`config.mk`:
```
export PLATFORM = sky130hd
export DESIGN_NAME = rr_mux_arbiter
export DESIGN_NICKNAME = d
export VERILOG_FILES = /design/src/rtl/rr_mux_arbiter.sv
export SDC_FILE = /design/constraint.sdc
export NUM_CORES = 1
export LEC_CHECK = 0
export CORE_AREA = 2 2 39 41
export DETAILED_ROUTE_END_ITERATION = 8
export DIE_AREA = 0 0 41 43
export PLACE_DENSITY = 0.43
export SLEW_MARGIN = 0
export SYNTH_ARGS = -nofsm -noshare
export SYNTH_HDL_FRONTEND = slang
export SYNTH_SLANG_ARGS = --single-unit
```
`constraint.sdc`:
```
create_clock -name clk -period 1.2 [get_ports clk]
set_input_delay 0.24 -clock clk [delete_from_list [all_inputs] [get_ports clk]]
set_output_delay 0.24 -clock clk [all_outputs]
set_load 0.03 [all_outputs]
```
`src/rtl/rr_mux_arbiter.sv`:
```
// rr_mux_arbiter: round-robin arbiter over 2^M valid/ready channels with a
// registered output stage holding the granted word and its channel index.
module rr_mux_arbiter #(
  parameter int N = 1,
  parameter int M = 1
) (
  input  logic                  clk,
  input  logic                  reset_n,
  input  logic [(1<<M)-1:0]     in_valid,
  input  logic [(1<<M)*N-1:0]   in_data,
  output logic [(1<<M)-1:0]     in_ready,
  output logic                  out_valid,
  output logic [N-1:0]          out_data,
  output logic [M-1:0]          out_sel,
  input  logic                  out_ready
);

  localparam int C = 1 << M;

  logic          r_valid;
  logic [N-1:0]  r_data;
  logic [M-1:0]  r_sel;
  logic [M-1:0]  r_ptr;

  logic [M-1:0]  w_grant;
  logic [M-1:0]  w_idx;
  logic          w_found;
  logic          w_any;
  logic          w_load;
  logic          w_accept;

  assign w_any    = |in_valid;
  assign w_load   = !r_valid || out_ready;
  assign w_accept = w_load && w_any;

  // Search from the pointer upward, wrapping, for the first requesting channel.
  always_comb begin
    w_grant = '0;
    w_idx   = '0;
    w_found = 1'b0;
    for (int k = 0; k < C; k++) begin
      w_idx = r_ptr + M'(k);
      if (!w_found && in_valid[w_idx]) begin
        w_grant = w_idx;
        w_found = 1'b1;
      end
    end
  end

  // Accept strobe goes to the granted channel only; held low while in reset.
  always_comb begin
    in_ready = '0;
    if (w_accept && reset_n) begin
      in_ready[w_grant] = 1'b1;
    end
  end

  // Output register and pointer: refill whenever the slot is free or draining.
  always_ff @(posedge clk or negedge reset_n) begin
    if (!reset_n) begin
      r_valid <= 1'b0;
      r_data  <= '0;
      r_sel   <= '0;
      r_ptr   <= '0;
    end else if (w_load) begin
      if (w_any) begin
        r_valid <= 1'b1;
        r_data  <= in_data[w_grant*N +: N];
        r_sel   <= w_grant;
        r_ptr   <= w_grant + M'(1);
      end else begin
        r_valid <= 1'b0;
      end
    end
  end

  assign out_valid = r_valid;
  assign out_data  = r_data;
  assign out_sel   = r_sel;

endmodule
```
==> flow_summary_export.csv <==
group,metric,value,unit
critical_path,crit_start,"r_ptr",
power,pwr-share-seq,28.7,%
min_path,worstHoldPathType,"in2async",
timing,fin_tns_setup,-449,ps
final_layout,share_of_cells_above_drive_strength_1,73.3,%
power,combPwrFrac,39.8,%
final_layout,synthToLayoutAreaGrowth,126,%
placement,place_congestion,0.731,
synth,ys.warnings.count,0,
synth,unique_masters_post_synth,13,
final_layout,antennaDiodeCount,0,
power,swShare,28.1,%
clock_network,ctsHoldBuffers,0,
critical_path,worstSetupEndpointType,"output port",
floorplanning,dieWidth,41,um
run_status,violations_in_the_final_reports,"setup timing",
floorplanning,die-area,0.00176,mm2
global_routing,first_global_vias,254,
clock_network,cts-htree-levels,1,
critical_path,crit_chain,"nand2b_4 > and2_4 > and3_4 > buf_6",
synth,postSynthAreaPerCell,12.2,um2
placement,port_buffers,11,
timing,fin_skew,11.7,ps
synth,synth_largest_type_area_fraction,45.5,%
job,maxCapViolations,0,
routing,detail-route-antenna-nets,0,
synth,post_synth_instance_area,220,um2
global_routing,grt_max_degree,5,
floorplanning,fp-row-count,14,
power,cellInternalPower,0.419,mW
timing,final_min_period_over_clock_period,120,%
clock_network,cts_buffers,3,
critical_path,cpMaxStageDelayCell,"sky130_fd_sc_hd__dfrtp_1",
synth,synth_area_leaders,"sky130_fd_sc_hd__dfrtp_1 (45%), sky130_fd_sc_hd__mux2_4 (14%), sky130_fd_sc_hd__and3_1 (5.7%)",
power,power-per-cell-area,1170,mW/mm2
clock_network,worst_setup_hold_path_clk_slew,40,ps
timing,setup_repair_after_global_routing_missed_its_margin,"yes",
power,ir_worst_vdd,0.000645,V
synth,syn-instance-count,18,
global_routing,gr-usage-all-layers,9.86,%
routing,drt_first_pass_iters,1,
routing,total_vias_in_the_final_route,247,
timing,setup_ws,-239,ps
critical_path,worst_ep_arrival_time,1200,ps
run_status,run_status,"finished with violations",
critical_path,worst_path_largest_cell_delay,370,ps
routing,drt_initial_violations,0,
clock_network,cts_max_path_buffers,2,
global_routing,grt_first_pass_wirelength,1.08,mm
routing,avgViaCountPerCell,4.05,
synth,postSynthRegisterBits,4,
floorplanning,initial_utilization,15.9,%
final_layout,fin_util,35.9,%
global_routing,globalRouteOverflowTotal,0,
power,p_leak,0.240,nW
timing,max_slew_margin,83.0,%
synth,part_of_the_yosys_area_used_for_sequential_elements,45.5,%
timing,period_minus_slack,1440,ps
floorplanning,core,0.00138,mm2
timing,timing_worst_slew_pin_value,255,ps
routing,finalWirelength,643,um
final_layout,num-nets-final,53,
critical_path,required,960,ps
clock_network,tritoncts,"built",
clock_network,clock_sink_count,4,
synth,synth_nets,25,
clock_network,clk_latency,240,ps
timing,finalSetupViolCount,2,
routing,wire_per_inst,10.5,um
clock_network,cts_root_buffer,"sky130_fd_sc_hd__clkbuf_4",
synth,synth_largest_area_cell,"sky130_fd_sc_hd__dfrtp_1",
global_routing,antenna_found_initial,0,
floorplanning,die_h,43,um
timing,hold_viol_final,0,
timing,final-max-slew-violation-count,0,
floorplanning,design.portCount,12,
critical_path,critical_path_class,"reg2out",
power,p_clk_share,31.5,%
power,finalPower,0.582,mW
power,net-switching-power,0.163,mW
routing,drt_drc_violations_left,0,
critical_path,path_max_fanout,3,
critical_path,worst_setup_path_start_kind,"flip-flop",
critical_path,crit-reg2reg-launch,"out_valid",
timing,max_clock_freq,0.695,GHz
## routing by layer
layer,wire length (um),global-route usage [%],vias to the layer above
li1,-,-,120
met1,226,9.39,121
met2,367,14.1,6
met3,50,9.42,0
met4,0,4.00,0
met5,0,0,-
## kinds of logic (layout without fill, tap and decap cells)
logic type / count (synthesis) / after routing / share of synthesized area, %
DFF: 4 / 4 / 45.5
and+or+nand+nor: 9 / 9 / 28.4
buffers and inverters: 0 / 27 / 0
AOI/OAI and AO/OA: 3 / 3 / 12.5
muxes: 2 / 2 / 13.6
## registers in the layout, summed over array words and instances (netlist names)
register and flops:
out_data 1, out_valid 1, out_sel 1, r_ptr 1
## power groups by stage
stage               clock (mW)  sequential [mW]  combinational, mW
floorplan                    0            0.192             0.0687
global placement             0            0.167              0.191
detailed placement           0            0.167              0.191
CTS                      0.195            0.165              0.222
global route             0.223            0.170              0.244
finish                   0.183            0.167              0.232
## metrics by stage
stage	instances	setup WS, ps	hold WS (ps)	cell area, um2
2_1_floorplan	18	-36.2	-55.6	236
3_3_place_gp	54	-376	510	422
3_5_place_dp	54	-382	517	422
4_1_cts	61	-231	351	490
5_1_grt	61	-290	359	497
6_report	61	-239	353	497
## cell usage in the layout, fill, tap and decap left out
cell type and instances:
sky130_fd_sc_hd__a21bo_2 1, sky130_fd_sc_hd__a2bb2oi_2 1, sky130_fd_sc_hd__clkbuf_4 3, sky130_fd_sc_hd__clkbuf_1 1, sky130_fd_sc_hd__nor2_4 1, sky130_fd_sc_hd__buf_4 15
sky130_fd_sc_hd__and2_4 1, sky130_fd_sc_hd__mux2_4 2, sky130_fd_sc_hd__nor2_2 1, sky130_fd_sc_hd__dfrtp_2 1, sky130_fd_sc_hd__a311oi_2 1, sky130_fd_sc_hd__and3_4 2
sky130_fd_sc_hd__nand2_1 1, sky130_fd_sc_hd__or2b_1 1, sky130_fd_sc_hd__buf_6 2, sky130_fd_sc_hd__dlygate4sd2_1 3, sky130_fd_sc_hd__dfrtp_1 3, sky130_fd_sc_hd__clkdlybuf4s50_1 3
sky130_fd_sc_hd__nor2b_4 1, sky130_fd_sc_hd__nand2b_4 1
## worst max-delay path, delay by kind of cell (launching register included)
kind / cells / cell delay (ps)
AND/OR/NAND/NOR: 3 / 470
buffers and inverters: 1 / 130
flip-flops: 1 / 370
## cells in the mapped netlist
cell type                   count
sky130_fd_sc_hd__nand2b_1       1
sky130_fd_sc_hd__and3_1         2
sky130_fd_sc_hd__nor2b_2        1
sky130_fd_sc_hd__nor2_4         1
sky130_fd_sc_hd__a311oi_1       1
sky130_fd_sc_hd__a21bo_2        1
sky130_fd_sc_hd__or2b_1         1
sky130_fd_sc_hd__nand2_1        1
sky130_fd_sc_hd__mux2_4         2
sky130_fd_sc_hd__nor2_2         1
sky130_fd_sc_hd__and2_1         1
sky130_fd_sc_hd__a2bb2oi_1      1
sky130_fd_sc_hd__dfrtp_1        4
## layout make-up
class	instances	area [um2]
multi-input combinational	14	158
fill	135	887
timing repair buffer	23	191
sequential	4	101
clock buffer	4	26.3
tap	16	20.0
## path summary, 6_finish.rpt
path,endpoint,slack [ps],depth (start not counted)
min in group clk,out_sel,520,1
min,out_valid,350,2
max,in_ready[1],-240,4
min reg2reg,out_sel,520,1
max reg2reg,r_ptr,0,4
max in group asynchronous,r_ptr,720,2
## what timing repair did
action,CTS,global route
cloned,0,0
endpoints found under the setup margin,5,5
buffers inserted,3,2
pin swaps,2,2
resized for setup,8,1
Note: power is estimated with default switching activity, not from simulation.
